$ cat config.mk
export PLATFORM = sky130hd
export DESIGN_NAME = serial_subtractor_flat
export DESIGN_NICKNAME = d
export VERILOG_FILES = /design/src/rtl/serial_subtractor_if.sv /design/src/rtl/serial_subtractor.sv /design/src/flat_wrapper.sv
export SDC_FILE = /design/constraint.sdc
export NUM_CORES = 1
export LEC_CHECK = 0
export CAP_MARGIN = 20
export CORE_MARGIN = 5
export CORE_UTILIZATION = 54
export CTS_CLUSTER_DIAMETER = 150
export DETAILED_ROUTE_END_ITERATION = 12
export PLACE_DENSITY = 0.82
export SYNTH_ARGS = -nofsm -noshare
export SYNTH_HDL_FRONTEND = slang
export SYNTH_SLANG_ARGS = --single-unit
$ cat constraint.sdc
create_clock -name clk -period 3.4 [get_ports clk]
set_clock_uncertainty 0.15 [all_clocks]
set_input_delay 0.68 -clock clk [delete_from_list [all_inputs] [get_ports clk]]
set_output_delay 0.68 -clock clk [all_outputs]
set_load 0.005 [all_outputs]
$ cat src/rtl/serial_subtractor_if.sv
// Start/done handshake bundle for the bit-serial subtractor.
// The master issues operands; the slave returns status and results.
interface serial_subtractor_if #(
   parameter int unsigned WIDTH = 8
);
   logic             start;
   logic [WIDTH-1:0] a;
   logic [WIDTH-1:0] b;
   logic             bin;
   logic             ready;
   logic             busy;
   logic             done;
   logic [WIDTH-1:0] diff;
   logic             bout;
   logic             ovf;

   modport master (
      output start, a, b, bin,
      input  ready, busy, done, diff, bout, ovf
   );

   modport slave (
      input  start, a, b, bin,
      output ready, busy, done, diff, bout, ovf
   );
endinterface

$ cat src/rtl/serial_subtractor.sv
// Bit-serial LSB-first subtractor: diff = a - b - bin over WIDTH RUN cycles.
// One full-subtractor cell plus a borrow flop; results appear only on entry to DONE.
module serial_subtractor #(
   parameter int unsigned WIDTH = 8
) (
   input  logic                 clk,
   input  logic                 rst,
   serial_subtractor_if.slave   bus
);
   localparam int unsigned CW = (WIDTH > 1) ? $clog2(WIDTH) : 1;
   localparam logic [CW-1:0] LAST = CW'(WIDTH - 1);

   typedef enum logic [1:0] {IDLE, RUN, DONE} state_t;

   state_t           state;
   logic [WIDTH-1:0] sa;
   logic [WIDTH-1:0] sb;
   logic [WIDTH-1:0] res;
   logic             br;
   logic [CW-1:0]    cnt;

   logic             ready_q;
   logic             busy_q;
   logic             done_q;
   logic [WIDTH-1:0] diff_q;
   logic             bout_q;
   logic             ovf_q;

   logic             d_c;
   logic             br_next_c;
   logic [WIDTH-1:0] res_next_c;

   // Full-subtractor cell on the current LSBs; result bit enters from the MSB side
   always_comb begin
      d_c        = sa[0] ^ sb[0] ^ br;
      br_next_c  = (~sa[0] & sb[0]) | (~(sa[0] ^ sb[0]) & br);
      res_next_c = (res >> 1) | (WIDTH'(d_c) << (WIDTH - 1));
   end

   always_ff @(posedge clk or posedge rst) begin
      if (rst) begin
         state   <= IDLE;
         sa      <= '0;
         sb      <= '0;
         res     <= '0;
         br      <= 1'b0;
         cnt     <= '0;
         ready_q <= 1'b1;
         busy_q  <= 1'b0;
         done_q  <= 1'b0;
         diff_q  <= '0;
         bout_q  <= 1'b0;
         ovf_q   <= 1'b0;
      end else begin
         unique case (state)
            IDLE: begin
               if (bus.start) begin
                  sa      <= bus.a;
                  sb      <= bus.b;
                  br      <= bus.bin;
                  res     <= '0;
                  cnt     <= '0;
                  state   <= RUN;
                  ready_q <= 1'b0;
                  busy_q  <= 1'b1;
               end
            end
            RUN: begin
               sa  <= sa >> 1;
               sb  <= sb >> 1;
               br  <= br_next_c;
               res <= res_next_c;
               // Last bit: borrow into vs. out of the MSB gives signed overflow
               if (cnt == LAST) begin
                  state  <= DONE;
                  busy_q <= 1'b0;
                  done_q <= 1'b1;
                  diff_q <= res_next_c;
                  bout_q <= br_next_c;
                  ovf_q  <= br ^ br_next_c;
               end else begin
                  cnt <= cnt + CW'(1);
               end
            end
            DONE: begin
               state   <= IDLE;
               done_q  <= 1'b0;
               ready_q <= 1'b1;
            end
            default: begin
               state   <= IDLE;
               ready_q <= 1'b1;
               busy_q  <= 1'b0;
               done_q  <= 1'b0;
            end
         endcase
      end
   end

   assign bus.ready = ready_q;
   assign bus.busy  = busy_q;
   assign bus.done  = done_q;
   assign bus.diff  = diff_q;
   assign bus.bout  = bout_q;
   assign bus.ovf   = ovf_q;

   // Handshake status flags are one-hot and done lasts exactly one cycle
   a_onehot_status: assert property (@(posedge clk) disable iff (rst)
      $onehot({ready_q, busy_q, done_q}));
   a_done_pulse: assert property (@(posedge clk) disable iff (rst)
      done_q |=> (!done_q && ready_q));

endmodule

$ cat src/flat_wrapper.sv
// flat-port wrapper written by rule: the top's interface ports become plain ports
module serial_subtractor_flat 
#(
   parameter int unsigned WIDTH = 8
)
  (clk, rst, bus_start, bus_a, bus_b, bus_bin, bus_ready, bus_busy, bus_done, bus_diff, bus_bout, bus_ovf);
  serial_subtractor_if #(.WIDTH(WIDTH)) bus_i ();
  input  logic clk;
  input  logic rst;
  input wire logic [$bits(bus_i.start)-1:0] bus_start;
  input wire logic [$bits(bus_i.a)-1:0] bus_a;
  input wire logic [$bits(bus_i.b)-1:0] bus_b;
  input wire logic [$bits(bus_i.bin)-1:0] bus_bin;
  output wire logic [$bits(bus_i.ready)-1:0] bus_ready;
  output wire logic [$bits(bus_i.busy)-1:0] bus_busy;
  output wire logic [$bits(bus_i.done)-1:0] bus_done;
  output wire logic [$bits(bus_i.diff)-1:0] bus_diff;
  output wire logic [$bits(bus_i.bout)-1:0] bus_bout;
  output wire logic [$bits(bus_i.ovf)-1:0] bus_ovf;
  assign bus_i.start = bus_start;
  assign bus_i.a = bus_a;
  assign bus_i.b = bus_b;
  assign bus_i.bin = bus_bin;
  assign bus_ready = bus_i.ready;
  assign bus_busy = bus_i.busy;
  assign bus_done = bus_i.done;
  assign bus_diff = bus_i.diff;
  assign bus_bout = bus_i.bout;
  assign bus_ovf = bus_i.ovf;
  serial_subtractor #(.WIDTH(WIDTH)) u_core (.clk(clk), .rst(rst), .bus(bus_i));
endmodule
==> summary.md, run 1 <==
| Metric | Value |
|---|---|
| Outcome | `completed` |
| DP Cell Count | `234` |
| Peak supply drop | `0.000400 V` |
| Kind of start point of the critical path | `register` |
| Hold path start | `u_core.bus.bout` |
| Number of synthesized flops with an enable pin | `0` |
| H-Tree Depth | `2` |
| Syn nets | `189` |
| Post-Syn Area per Cell | `11.4 um2` |
| First-pass DRT Iterations | `4` |
| Hold depth | `2` |
| Met3 WL | `165 um` |
| Total Die Area | `4810 um2` |
| Clock latency on the worst-skew pair | `0.34 ns` |
| Drt via density | `5.74` |
| Vias post-DR | `1,388` |
| Antenna Cells | `0` |
| Wire length on met2 | `1890 um` |
| Maxcap violations | `0` |
| Die height | `69.3 um` |
| Clock Path Buffers | `2` |
| FF-to-FF Start | `u_core.state[0]` |
| Reg2Reg Depth | `4` |
| Period utilisation layout | `64.9%` |
| Starting Density | `56.5%` |
| Initial drt markers | `65` |
| Reg-to-reg slack, setup | `1.43 ns` |
| Hold endpoint | `u_core.bus.bout` |
| Final min period | `2.21 ns` |
| Fin. Hold Viols | `0` |
| Post-synthesis sequential area ratio | `55.4%` |
| Hold_buf cts | `0` |
| Global route overflow | `0` |
| Cell Count, Final, Fillers Out | `242` |
| TritonCTS clock tree | `done` |
| M1 wire length | `1670 um` |
| CP peak stage delay | `0.55 ns` |
| Crit Path Class | `register to output pin` |
| Worst Path Buf+Inv | `1` |
| Num CTS Buffers | `5` |
| CP arrival | `1.38 ns` |
| Worst-margin pin slew | `0.872 ns` |
| Post-CTS Setup Repair Bufs | `0` |
| CP endpoint kind | `output pin` |
| Worst-path clk slew | `0.12 ns` |
| Asr flop ratio synth | `100%` |
| Avg WL per Cell | `15.6 um` |
| Port Buffer Count | `32` |
| RSZ-0062 raised after global routing | `no` |
| Clk root buf | `clkbuf_4` |
| Top achievable clock speed | `453 MHz` |
| First-pass GRT wire length | `6330 um` |
| Ys flop type | `dfrtp_1` |
| Critical path depth | `1` |
| Total Wirelength | `3770 um` |
| Design Power | `1.98 mW` |
| Reg-to-Reg End | `u_core.sa[7]` |
| Mapped Area | `1900 um2` |
| Number of global-route vias before repair | `1,359` |
| Total global-route track usage | `16.1%` |
| Setup TNS | `0 ns` |
| Fillcell total | `274` |
| Synthesized flop and latch total | `42` |
| Clock sink count | `42` |
| Area grow syn2layout | `20.9%` |
| Fin. max-slew vios | `0` |
| Post-cts sizing count | `0` |
| Critical path cell sequence | `clkdlybuf4s50_1` |
| Leading cell type in the layout, fill and taps excluded | `dfrtp_1` |
| Gpl congestion | `0.741` |
| Most frequent cells in the layout | `41 x dfrtp_1, 32 x clkdlybuf4s50_1, 31 x nor2_1` |
| Cell family with most CP delay | `flip-flops` |
| Hold Crit Class | `register to register` |
| Highest Signal Layer | `met4` |
| Slew margin rel. | `41.7%` |
| Core ar. | `3360 um2` |
| Synth cell types | `32` |
| Initial antenna violation count | `0` |
| Pwr dens | `863 nW/um2` |
| Share of cells above drive strength 1 | `14.8%` |
| CP Max Fanout | `2` |
| Leakage Power | `1.03 nW` |
| Die width | `69.3 um` |
| Post-DRT Antenna Nets | `0` |
| # rows | `21` |
| Placed wire-length estimate | `2670 um` |
| Final setup violation count | `0` |
| Worst path slowest cell | `dfstp_2` |
| Data required time of the critical path | `2.57 ns` |
| Total I/O pin count | `33` |
| Pin count of the biggest net entering global routing | `43` |
| Cells after Synth | `166` |
| DRC viols | `0` |
| Nets | `218` |
| Yosys warns | `0` |
stage by stage:
step / instance area, um2 / worst slack, ns / util (%) / hold slack, ns
floorplan: 1900 / 1.60 / - / 0.317
global placement: 2220 / 1.08 / 66.0 / 0.311
detailed placement: 2220 / 0.956 / 66.0 / 0.334
CTS: 2300 / 1.18 / 68.3 / 0.369
global route: 2300 / 1.15 / 68.3 / 0.379
finish: 2300 / 1.19 / 68.3 / 0.354
flip-flops by register name (all words and copies together), names as in the netlist:
register and flops:
u_core.br 1, u_core.bus.bout 1, u_core.bus.busy 1, u_core.bus.diff 8
u_core.bus.done 1, u_core.bus.ovf 1, u_core.bus.ready 1, u_core.cnt 3
u_core.res 7, u_core.sa 8, u_core.sb 8, u_core.state 2
per-layer routing:
layer	global-route usage, %	vias to the layer above
met4	5.21	0
met1	21.4	684
met2	26.1	47
met5	0	-
li1	-	649
met3	3.77	8
how the worst max path moves through the flow:
stage | startpoint | slack, ns | end
2_1_floorplan | rst | 1.60 | u_core.br
3_3_place_gp | bus_start | 1.08 | u_core.res[2]
3_5_place_dp | bus_start | 0.96 | u_core.res[5]
4_1_cts | u_core.bus.ready | 1.18 | bus_ready
5_1_grt | u_core.bus.ready | 1.15 | bus_ready
6_report | u_core.bus.ready | 1.19 | bus_ready
area by class of cell:
cell class	count	area, um2	share of cell area, %
Clock buffer	5	37.5	1.63
Clock inverter	3	40.0	1.74
Inverter	5	18.8	0.817
Multi-Input combinational cell	106	749	32.6
Sequential cell	42	1050	45.8
Tap cell	46	57.6	2.50
Timing Repair Buffer	35	343	14.9
report_power, final:
| group | internal (mW) | switching [mW] |
|---|---|---|
| sequential | 0.723 | 0.164 |
| combinational | 0.444 | 0.337 |
| clock | 0.152 | 0.163 |
| total | 1.32 | 0.663 |
Yosys cell counts, drive strengths merged, types with 2 or more instances:
library cell  count  area (um2)
nor3             10        50.1
ha                2        25.0
nor4b             4        35.0
inv               5        18.8
buf              13        80.1
a211oi           14         130
a22o             12         105
dfrtp            41        1030
o21ai             2        10.0
mux2              9         120
nor2             31         116
nand2b            2        15.0
nand2             3        11.3
a21oi             3        15.0
nand3             3        15.0
logic make-up (layout without fill, tap and decap cells):
| kind of cell | Yosys count | in the layout | share of synthesized area [%] |
|---|---|---|---|
| xor+xnor | 1 | 1 | 0.461 |
| fa+ha+maj | 3 | 3 | 2.37 |
| simple gates | 56 | 56 | 14.1 |
| mux | 9 | 9 | 6.32 |
| flops | 42 | 42 | 55.4 |
| compound gates | 37 | 37 | 16.2 |
| buf+inv | 18 | 48 | 5.20 |
No activity file was read; power rests on OpenSTA's default activity.
==> inputs of run 2 (changes only) <==
--- a/config.mk
+++ b/config.mk
@@ -7,10 +7,10 @@
 export LEC_CHECK = 0
 export CAP_MARGIN = 20
 export CORE_MARGIN = 5
-export CORE_UTILIZATION = 54
+export CORE_UTILIZATION = 47
 export CTS_CLUSTER_DIAMETER = 150
 export DETAILED_ROUTE_END_ITERATION = 12
-export PLACE_DENSITY = 0.82
+export PLACE_DENSITY = 0.76
 export SYNTH_ARGS = -nofsm -noshare
 export SYNTH_HDL_FRONTEND = slang
 export SYNTH_SLANG_ARGS = --single-unit
==> constraint.sdc (replaced) <==
create_clock -name clk -period 2 [get_ports clk]
set_clock_uncertainty 0.15 [all_clocks]
set_input_delay 0.4 -clock clk [delete_from_list [all_inputs] [get_ports clk]]
set_output_delay 0.4 -clock clk [all_outputs]
set_load 0.005 [all_outputs]
==> run 2 against run 1 <==
  * Final cell count up 2.5%
  * Total power up 77%
  * Register-to-register slack worse by 1.2 ns
  * Hold slack worse by 0.044 ns
  * Critical endpoint unchanged
  * Highest routed layer unchanged
==> summary.md, run 2 (same netlist as run 1, synthesis figures left out) <==
| Metric | Value |
|---|---|
| Num CTS Buffers | `5 (unchanged)` |
| Vias post-DR | `1,367 (-1.5%)` |
| Core ar. | `3970 um2 (+18%)` |
| Slew margin rel. | `43.8% (+2.0 points)` |
| Share of total power in combinational logic | `39.6% (+0.2 points)` |
| First-pass DRT Iterations | `4 (unchanged)` |
| Hold Crit Class | `input pin to async pin` |
| Data required time of the critical path | `1.45 ns (-1.12 ns)` |
| Int Power | `2.39 mW (+81%)` |
| Hold_buf cts | `0 (unchanged)` |
| Kind of start point of the critical path | `register` |
| Pre-CTS setup slack | `0.00117 ns (-0.954 ns)` |
| Finished Cell Area | `2390 um2 (+3.9%)` |
| Die width | `73.6 um (+6.2%)` |
| Port Buffer Count | `32 (unchanged)` |
| Cell family with most CP delay | `flip-flops` |
| Period utilisation layout | `92.9%` |
| Initial drt markers | `34 (-48%)` |
| Dpl cell area | `2280 um2 (+2.6%)` |
| Leading cell type in the layout, fill and taps excluded | `dfrtp_1` |
| First-pass GRT wire length | `6350 um (+0.43%)` |
| DP Cell Count | `240 (+2.6%)` |
| Final core occ | `60.1% (-8.2 points)` |
| Switching share of power | `31.9% (-1.5 points)` |
| Clock Power Share | `18.5% (+2.6 points)` |
| Worst Path Buf+Inv | `1 (unchanged)` |
| Critical path cell sequence | `clkdlybuf4s50_1` |
| Slack of the critical path | `0.141 ns (-1.05 ns)` |
| Fin. Hold Viols | `0 (unchanged)` |
| Pin count of the biggest net entering global routing | `43 (unchanged)` |
| Area grow syn2layout | `25.6%` |
| Most frequent cells in the layout | `41 x dfrtp_1, 32 x clkdlybuf4s50_1, 31 x nor2_1` |
| Worst-margin pin slew | `0.842 ns (-0.0305 ns)` |
| Outcome | `completed` |
| Clock latency on the worst-skew pair | `0.29 ns (-0.05 ns)` |
| Total Wirelength | `3610 um (-4.0%)` |
| Clock Path Buffers | `2 (unchanged)` |
| Min Hold Slack | `0.310 ns (-0.0436 ns)` |
| Fin. max-slew vios | `0 (unchanged)` |
| Clk root buf | `clkbuf_8` |
| CP endpoint kind | `output pin` |
| CP peak stage delay | `0.53 ns (-0.02 ns)` |
| Total global-route track usage | `15.2% (-0.93 points)` |
| Top achievable clock speed | `538 MHz` |
| Number of global-route vias before repair | `1,396 (+2.7%)` |
| Post-CTS Setup Repair Bufs | `0 (unchanged)` |
| Die height | `73.6 um (+6.2%)` |
| Post-cts sizing count | `0 (unchanged)` |
| Post-DRT Antenna Nets | `0 (unchanged)` |
| # rows | `23 (+9.5%)` |
| CP arrival | `1.31 ns (-0.07 ns)` |
| Setup TNS | `0 ns (unchanged)` |
| Nets | `220 (+0.92%)` |
| Antenna Cells | `0 (unchanged)` |
| Design Power | `3.51 mW (+77%)` |
| Gpl congestion | `0.750 (+1.3%)` |
| Drt via density | `5.51 (-3.9%)` |
| RSZ-0062 raised after global routing | `no` |
| DRC viols | `0 (unchanged)` |
| Share of cells above drive strength 1 | `15.7% (+0.86 points)` |
| Clock sink count | `42 (unchanged)` |
| Global route overflow | `0 (unchanged)` |
| Final min period | `1.86 ns` |
| Reg power frac | `41.9% (-2.8 points)` |
| Fillcell total | `336 (+23%)` |
| Maxcap violations | `0 (unchanged)` |
| CP Max Fanout | `2 (unchanged)` |
| Starting Density | `47.9% (-8.7 points)` |
| Worst path slowest cell | `dfstp_2` |
| Crit Path Class | `register to output pin` |
| Total Die Area | `5420 um2 (+13%)` |
| Avg WL per Cell | `14.6 um (-6.4%)` |
| Placed wire-length estimate | `2530 um (-4.9%)` |
| Pwr dens | `1470 nW/um2 (+71%)` |
| Initial antenna violation count | `0 (unchanged)` |
| Leakage Power | `1.07 nW (+3.5%)` |
| H-Tree Depth | `2 (unchanged)` |
| Total I/O pin count | `33 (unchanged)` |
| TritonCTS clock tree | `done` |
| Cell Count, Final, Fillers Out | `248 (+2.5%)` |
| Peak supply drop | `0.000690 V (+73%)` |
| Final setup violation count | `0 (unchanged)` |
| NetSw | `1.12 mW (+69%)` |
| Worst-path clk slew | `0.08 ns (-0.04 ns)` |
## run 2: cell count changes in the layout (fill, tap and decap cells not counted)
cell,delta
buf_12,+3
buf_4,-1
clkbuf_4,-5
clkbuf_8,+5
## run 2: cell type report
type	count	area [um2]	area share, %
clock buffers	5	68.8	2.88
flip-flops and latches	42	1050	44.1
inverters	5	18.8	0.786
clock inverters	3	40.0	1.68
multi-input cells	106	749	31.4
repair buffers	37	395	16.6
well taps	50	62.6	2.62
## run 2: power groups by stage
stage          Clock (mW)  Combinational, mW  Sequential (mW)
4_1_cts             0.660               1.42             1.48
3_5_place_dp            0               1.42             1.49
5_1_grt             0.698               1.56             1.52
2_1_floorplan           0              0.953             1.44
3_3_place_gp            0               1.34             1.47
6_report            0.650               1.39             1.47
## run 2: routing by layer
layer | vias to the layer above | part of all wire (%) | wire, um | track usage, %
met5 | - | 0 | 0 | 0
met3 | 8 | 5.1 | 184 | 3.56
met2 | 36 | 51 | 1840 | 25.4
met4 | 0 | 1.2 | 44 | 4.83
li1 | 646 | - | - | -
met1 | 677 | 43 | 1540 | 19.4
## run 2: worst paths after layout
path	slack (ns)	from	depth (start not counted)	endpoint
max in group asynchronous	1.12	rst	3	u_core.bus.ready
setup reg to reg	0.23	u_core.cnt[0]	4	u_core.bus.diff[4]
setup / recovery	0.14	u_core.bus.ready	1	bus_ready
hold / removal	0.31	rst	3	u_core.sa[1]
hold reg to reg	0.34	u_core.bus.ovf	2	u_core.bus.ovf
min in group clk	0.34	u_core.bus.ovf	2	u_core.bus.ovf
==> edit, RTL diff (settings of run 2) <==
`WIDTH` is set to 8 in 3 places; all go to 4.
--- a/src/rtl/serial_subtractor_if.sv
+++ b/src/rtl/serial_subtractor_if.sv
@@ -3,3 +3,3 @@
 interface serial_subtractor_if #(
-   parameter int unsigned WIDTH = 8
+   parameter int unsigned WIDTH = 4
 );
--- a/src/rtl/serial_subtractor.sv
+++ b/src/rtl/serial_subtractor.sv
@@ -3,3 +3,3 @@
 module serial_subtractor #(
-   parameter int unsigned WIDTH = 8
+   parameter int unsigned WIDTH = 4
 ) (
--- a/src/flat_wrapper.sv
+++ b/src/flat_wrapper.sv
@@ -3,3 +3,3 @@
 #(
-   parameter int unsigned WIDTH = 8
+   parameter int unsigned WIDTH = 4
 )
Ports: changed (resized bus_a, bus_b and bus_diff); port bits go from 33 to 21. The function was not compared with the original's and may differ.
==> edit against run 2 <==
- sequential power fell by 39%
- setup slack got worse by 0.061 ns
- combinational power fell by 33%
- routed wire length fell by 44%
- largest cell class unchanged
- area after synthesis fell by 40%
- design area fell by 42%
- sequential cell count fell by 17
- highest routed layer unchanged
- power fell by 42%
==> edit: results (changes against run 2) <==
----------------------------------------------------
[Status]
  Status ... finished clean (unchanged)

[Placement]
  Estimated wirelength of the detail-placed design ... 1450 um (was 2530 um)
  Cell area after placement ... 1360 sq um (was 2280 sq um)
  GPL Wtd Cong ... 0.751 (was 0.750)
  Number of cells after detailed placement ... 135 (was 240)

[Worst setup path]
  Startpoint of the worst-slack reg-to-reg timing path ... u_core.sb[0]$_DFFE_PP0P_ (was u_core.cnt[0]$_DFFE_PP0P_)
  Endpoint of the worst-slack reg-to-reg timing path ... u_core.bus.ovf$_DFFE_PP0P_ (was u_core.bus.diff[4]$_DFFE_PP0P_)
  Arrival time at the worst endpoint ... 1.37 ns (was 1.31 ns)
  Delay contributed by the slowest stage of the critical path ... 0.55 ns (was 0.53 ns)

[Global route]
  Met1 Track Usage GR ... 18.3% (was 19.4%)
  Via count of the first global-routing pass ... 800 (was 1396)
  Pin count of the biggest net entering global routing ... 26 (was 43)
  Grt met2 use ... 20.4% (was 25.4%)
  GRT Overall Usage ... 13.4% (was 15.2%)
  Fraction of met3 tracks used by global routing ... 2.83% (was 3.56%)

[Layout]
  Fraction of layout instances using a drive strength above 1 ... 13.5% (was 15.7%)

[Routing]
  Met2 WL post-DR ... 887 um (was 1840 um)
  Count of routing violations after the opening detailed-route iteration ... 8 (was 34)
  Routed length on met3 ... 106 um (was 184 um)
  WL final ... 2030 um (was 3610 um)

[Timing]
  Period utilisation layout ... 96.0% (was 92.9%)

[Synth]
  Synthesized netlist cell count ... 89 (was 166)
  Number of library cell types mapped by synthesis ... 26 (was 32)
  Synth cell count leaders ... sky130_fd_sc_hd__dfrtp_1, sky130_fd_sc_hd__inv_1, sky130_fd_sc_hd__nor4b_1 (was sky130_fd_sc_hd__dfrtp_1, sky130_fd_sc_hd__nor2_1, sky130_fd_sc_hd__a22o_1)
  Post-Synthesis Net Count ... 103 (was 189)

[Clock network]
  H-Tree Depth ... 1 (was 2)
  Root Driver ... sky130_fd_sc_hd__clkbuf_4 (was sky130_fd_sc_hd__clkbuf_8)

[Power]
  Lkg Pwr ... 0.652 nW (was 1.07 nW)

----------------------------------------------------
[edit: cell types whose count changed after synthesis, sizes merged, moves of 4 or more]
cell | run 2 | this run
mux2 | 9 | 5
a221oi | 0 | 7
a211oi | 14 | 0
nor3 | 10 | 0
nor2 | 31 | 3
inv | 5 | 10
nor4b | 4 | 8
a22o | 12 | 5
buf | 13 | 6
dfrtp | 41 | 24
[edit: area by class of cell]
cell class | count | area [sq um]
repair buffers | 24 | 230
inverters | 10 | 37.5
fillers | 204 | 891
clock buffers | 4 | 26.3
multi-input cells | 48 | 429
flip-flops and latches | 25 | 627
well taps | 28 | 35.0
[edit: cell families after synthesis]
group / synth area share (%)
AO/OA/AOI/OAI: 15.0
adder cells (fa/ha/maj): 2.84
XOR/XNOR: 0.765
multiplexers: 5.79
AND/OR/NAND/NOR: 13.1
buffers and inverters: 7.76
flip-flops: 54.8
[edit: report_power, final]
part           leakage, nW  internal (W)  switching [W]
sequential           0.302      0.000746       0.000150
clock               0.0150     0.0000781       0.000146
combinational        0.335      0.000542       0.000390
